`src/rtl/ram_bist.sv`:
```
// March-style RAM self test: writes pattern(k) = (2k) mod 254 to every
// location, reads everything back, counts mismatches and records the first
// failing address. All outputs are registered.
module ram_bist #(
  parameter int ADDR_SIZE = 10,
  parameter int WORD_SIZE = 8,
  parameter int MEM_DEPTH = 1024
) (
  input  logic                 clk,
  input  logic                 rst_n,
  input  logic                 start,
  output logic [ADDR_SIZE-1:0] ram_addr,
  output logic [WORD_SIZE-1:0] ram_data_in,
  output logic                 ram_wr,
  output logic                 ram_cs,
  input  logic [WORD_SIZE-1:0] ram_data_out,
  output logic                 busy,
  output logic                 done,
  output logic                 pass,
  output logic [ADDR_SIZE:0]   err_count,
  output logic [ADDR_SIZE-1:0] first_err_addr
);

  // state | meaning
  // IDLE  | after reset, waiting for start
  // WRITE | writing pattern(k) to address k, k = 0..MEM_DEPTH-1
  // READ  | reading address k and comparing against pattern(k)
  // DONE  | results valid and held, waiting for start
  typedef enum logic [1:0] {IDLE, WRITE, READ, DONE} state_t;

  state_t state, state_nxt;

  localparam logic [ADDR_SIZE-1:0] LAST_ADDR = ADDR_SIZE'(MEM_DEPTH - 1);
  localparam logic [ADDR_SIZE+1:0] PAT_MOD   = (ADDR_SIZE + 2)'(254);

  function automatic logic [WORD_SIZE-1:0] pattern(input logic [ADDR_SIZE-1:0] k);
    logic [ADDR_SIZE+1:0] p;
    p = ({2'b00, k} << 1) % PAT_MOD;
    return WORD_SIZE'(p);
  endfunction

  logic                 at_last;
  logic                 mismatch;
  logic                 launch;
  logic [ADDR_SIZE-1:0] addr_inc;

  assign at_last  = (ram_addr == LAST_ADDR);
  assign addr_inc = ram_addr + 1'b1;
  assign mismatch = (ram_data_out != pattern(ram_addr));
  // start is only honoured while no test is running
  assign launch   = start && ((state == IDLE) || (state == DONE));

  // state register
  always_ff @(posedge clk or negedge rst_n) begin
    if (!rst_n) state <= IDLE;
    else        state <= state_nxt;
  end

  // next-state decode
  always_comb begin
    state_nxt = state;
    case (state)
      IDLE:    if (start)   state_nxt = WRITE;
      WRITE:   if (at_last) state_nxt = READ;
      READ:    if (at_last) state_nxt = DONE;
      DONE:    if (start)   state_nxt = WRITE;
      default:              state_nxt = IDLE;
    endcase
  end

  // registered RAM interface, address counter and result bookkeeping
  always_ff @(posedge clk or negedge rst_n) begin
    if (!rst_n) begin
      ram_addr       <= '0;
      ram_data_in    <= '0;
      ram_wr         <= 1'b0;
      ram_cs         <= 1'b0;
      busy           <= 1'b0;
      done           <= 1'b0;
      pass           <= 1'b0;
      err_count      <= '0;
      first_err_addr <= '0;
    end else if (launch) begin
      ram_addr       <= '0;
      ram_data_in    <= pattern('0);
      ram_wr         <= 1'b1;
      ram_cs         <= 1'b1;
      busy           <= 1'b1;
      done           <= 1'b0;
      pass           <= 1'b0;
      err_count      <= '0;
      first_err_addr <= '0;
    end else begin
      case (state)
        WRITE: begin
          if (at_last) begin
            ram_addr <= '0;
            ram_wr   <= 1'b0;
          end else begin
            ram_addr    <= addr_inc;
            ram_data_in <= pattern(addr_inc);
          end
        end
        READ: begin
          if (mismatch) begin
            err_count <= err_count + 1'b1;
            if (err_count == '0) first_err_addr <= ram_addr;
          end
          if (at_last) begin
            ram_cs <= 1'b0;
            busy   <= 1'b0;
            done   <= 1'b1;
            // include the compare happening on this very edge
            pass   <= (err_count == '0) && !mismatch;
          end else begin
            ram_addr <= addr_inc;
          end
        end
        default: begin
          ram_wr <= 1'b0;
          ram_cs <= 1'b0;
        end
      endcase
    end
  end

endmodule

```
`config.mk`:
```
export PLATFORM = sky130hd
export DESIGN_NAME = ram_bist
export DESIGN_NICKNAME = d
export VERILOG_FILES = /design/src/rtl/ram_bist.sv
export SDC_FILE = /design/constraint.sdc
export NUM_CORES = 1
export LEC_CHECK = 0
export CAP_MARGIN = 30
export CORE_ASPECT_RATIO = 1.75
export CORE_MARGIN = 8
export CORE_UTILIZATION = 45
export DETAILED_ROUTE_END_ITERATION = 12
export GPL_TIMING_DRIVEN = 1
export MAX_ROUTING_LAYER = met4
export PLACE_DENSITY = 0.76
export SETUP_SLACK_MARGIN = 0.15
export SLEW_MARGIN = 15
export SYNTH_ARGS = -nofsm -noshare
export SYNTH_HDL_FRONTEND = slang
export SYNTH_SLANG_ARGS = --single-unit
```
`constraint.sdc`:
```
create_clock -name clk -period 6.2 [get_ports clk]
set_input_delay 0.93 -clock clk [delete_from_list [all_inputs] [get_ports clk]]
set_output_delay 0.93 -clock clk [all_outputs]
set_load 0.005 [all_outputs]
```
==> impl_metrics.env <==
export IMPL_synth_compound_area_share_pct=25.9
export IMPL_syn_nets=598
export IMPL_leakagePower_nw=2.06
export IMPL_synth_cell_types=85
export IMPL_die_h_um=149
export IMPL_rows=48
export IMPL_antenna_found_initial=0
export IMPL_synth_fa_ha_area_share_pct=3.85
export IMPL_synth_common_cells="nand2_1, dfrtp_1, nor2_1"
export IMPL_cp_start_kind="register"
export IMPL_drive_above_1_share_pct=8.69
export IMPL_drt_iter0_drc=402
export IMPL_yosys_area_top_type="dfrtp_1"
export IMPL_path_clk_slew_ps=70
export IMPL_skew_ps=6.13
export IMPL_crit_chain="ha_1 -> nand4b_1 -> or4b_2 -> a211oi_2 -> nor4_2 -> a41o_1 -> o311ai_0 -> a21oi_1 -> a2111oi_1 -> o2111ai_2 -> or2_1 -> and3_4 -> mux2_2"
export IMPL_cp_slowest_cell="o311ai_0"
export IMPL_finalNetCount=634
export IMPL_setup_viol=0
export IMPL_ios=55
export IMPL_die_width_um=92.1
export IMPL_cts_resized=0
export IMPL_yosys_area_share_simple_pct=29.0
export IMPL_clock_sinks=45
export IMPL_critPathRequiredTime_ps=6370
export IMPL_holdPathEnd="busy"
export IMPL_grt_usage_pct=21.2
export IMPL_grt_max_degree=36
export IMPL_syn_area_mm2=0.00456
export IMPL_synth_top_family_by_area="simple AND/OR/NAND/NOR gates"
export IMPL_drt_total_wl_mm=14.2
export IMPL_tightest_slew_ps=903
export IMPL_holdPathStages=2
export IMPL_cp_startpoint="ram_addr[4]"
export IMPL_critPathKind="reg2reg"
export IMPL_clock_latency_ps=290
export IMPL_synth_seq_cells=45
export IMPL_viasPerCell=6.48
export IMPL_reg2reg_from="ram_addr[4]"
export IMPL_wl_per_cell_um=19.4
export IMPL_yosysTopAreaCellShare_pct=24.7
export IMPL_cts_tree="done"
export IMPL_yosysWarningCount=0
export IMPL_synth_xor_area_share_pct=6.45
export IMPL_slew_headroom_pct=39.1
export IMPL_grt_pass1_wl_mm=23.4
export IMPL_synth_area_leaders="dfrtp_1, nand2_1, mux2i_1, ha_1, xnor2_1"
export IMPL_crit_arrival_ps=5710
export IMPL_first_global_vias=4821
export IMPL_cts_root_buffer="clkbuf_16"
export IMPL_cts_buffer_depth=2
export IMPL_drcViolationCount=0
export IMPL_yosysMostFrequentCell="nand2_1"
export IMPL_synth_edf_count=0
export IMPL_peakVddDrop_v=0.000368
export IMPL_dp_hpwl_mm=10.8
export IMPL_slew_violations=0
export IMPL_finish_utilization_pct=54.7
export IMPL_port_buffers=53
export IMPL_cts_made_buffers=5
export IMPL_power_density_mw_per_mm2=278
export IMPL_hp_class="reg2reg"
export IMPL_seq_area_frac_synth_pct=24.7
export IMPL_synth_area_mux_share_pct=5.16
export IMPL_tns_ps=0
export IMPL_coreArea_mm2=0.00985
export IMPL_synth_cells=573
export IMPL_period_needed_ps=5540
export IMPL_r2r_end="err_count[0]"
export IMPL_syn_to_final_growth_pct=18.2
export IMPL_hold_viol=0
export IMPL_r2r_cells=13
export IMPL_slowest_delay_ps=830
export IMPL_synth_area_per_cell_um2=7.95
export IMPL_globalplace_congestion=0.979
export IMPL_ctsHtreeMaxLevel=2
export IMPL_start_util_pct=46.3
export IMPL_fmax_ghz=0.181
export IMPL_insertedDiodeCount=0
export IMPL_hold_start="busy"
export IMPL_cp_max_fo=14
export IMPL_async_flop_share_pct=100
export IMPL_r2r_slack_ps=660
export IMPL_maxCapViolCount=0
export IMPL_ant_nets=0
export IMPL_grt_overflow=0
export IMPL_drtPass1Iterations=5
export IMPL_cts_setup_buffers=0
export IMPL_dr_total_vias=4760
export IMPL_ys_flop_type="dfrtp_1"
export IMPL_status="completed"
export IMPL_die_area_mm2=0.0137
export IMPL_end_kind="register"
export IMPL_rsz0062_at_grt="no"
export IMPL_cts_hold_buffers=0
export IMPL_fin_crit_sh_pct=89.3
## worst max-delay path, delay by kind of cell (launching register included)
kind,cells,cell delay (ps)
AND/OR/NAND/NOR,5,1520
flip-flops,1,550
AO/OA/AOI/OAI,6,2690
multiplexers,1,250
adder cells (fa/ha/maj),1,390
## through the flow
stage                     worst slack [ps]  power (W)  std cells  hold WS, ps  area [µm²]
after floorplan                       1550   0.000896        573          471        4560
after global placement                 890    0.00112        725          468        5170
after detailed placement               721    0.00115        727          495        5200
after CTS                              692    0.00150        735          518        5390
after global routing                   266    0.00159        735          534        5390
final                                  664    0.00150        735          507        5390
## cells in the final DEF (no fill, tap or decap), types with 5 or more instances in the layout
cell type        count
o31ai_1              6
o211a_1              6
nand4_1             11
clkdlybuf4s50_1     52
nor3_1              25
nand2_1             66
xor2_1              11
xnor2_1             20
clkbuf_16            5
ha_1                14
nand3_1             23
and3_1              10
a21oi_1             25
nor2_1              37
nand2b_1             7
o211ai_1            10
or3_1                6
buf_4               15
o21ai_0             32
inv_1               12
a211oi_1             9
dfrtp_1             45
mux2i_1             19
a31oi_1              8
and2_1              10
nor4_1              16
## how the worst max path moves through the flow
stage / to / slack, ps / cells past startpoint
floorplan: first_err_addr[0] / 1550 / 19
global placement: err_count[0] / 890 / 14
detailed placement: err_count[0] / 720 / 13
CTS: err_count[0] / 690 / 13
global route: ram_data_in[4] / 270 / 13
finish: err_count[0] / 660 / 13
## state kept, by name (all words and copies together) (netlist names)
register        flops
err_count          11
done                1
ram_cs              1
ram_addr           10
ram_wr              1
state               2
pass                1
ram_data_in         7
first_err_addr     10
busy                1
## where the power goes
part	internal [W]	total [W]	switching, W
clock network	0.000230	0.000344	0.000114
logic	0.000292	0.000739	0.000446
registers	0.000346	0.000414	0.0000685
## cell families (layout without fill, tap and decap cells)
group / count (synthesis) / in the layout
mux: 23 / 23
buf+inv: 52 / 89
fa+ha+maj: 14 / 14
compound gates: 159 / 159
flops: 45 / 45
other cells: 1 / 1
simple gates: 247 / 247
xor+xnor: 32 / 32
## final cells by class
| class | instances | area, µm² |
|---|---|---|
| fill | 960 | 4460 |
| multi-input combinational | 476 | 3210 |
| sequential | 45 | 1130 |
| timing repair buffer | 69 | 658 |
| tap | 125 | 156 |
| clock buffer | 5 | 125 |
| clock inverter | 3 | 65.1 |
| inverter | 12 | 45.0 |
## routing by layer
| metal | global-route usage (%) | part of all wire [%] | up-vias | wire length [µm] |
|---|---|---|---|---|
| li1 | - | - | 2241 | - |
| met1 | 21.3 | 39 | 2326 | 5540 |
| met2 | 39.1 | 54 | 151 | 7720 |
| met3 | 1.71 | 3.0 | 42 | 425 |
| met4 | 12.1 | 4.0 | 0 | 572 |
| met5 | - | 0 | - | 0 |
(Power assumes the default switching activity.)
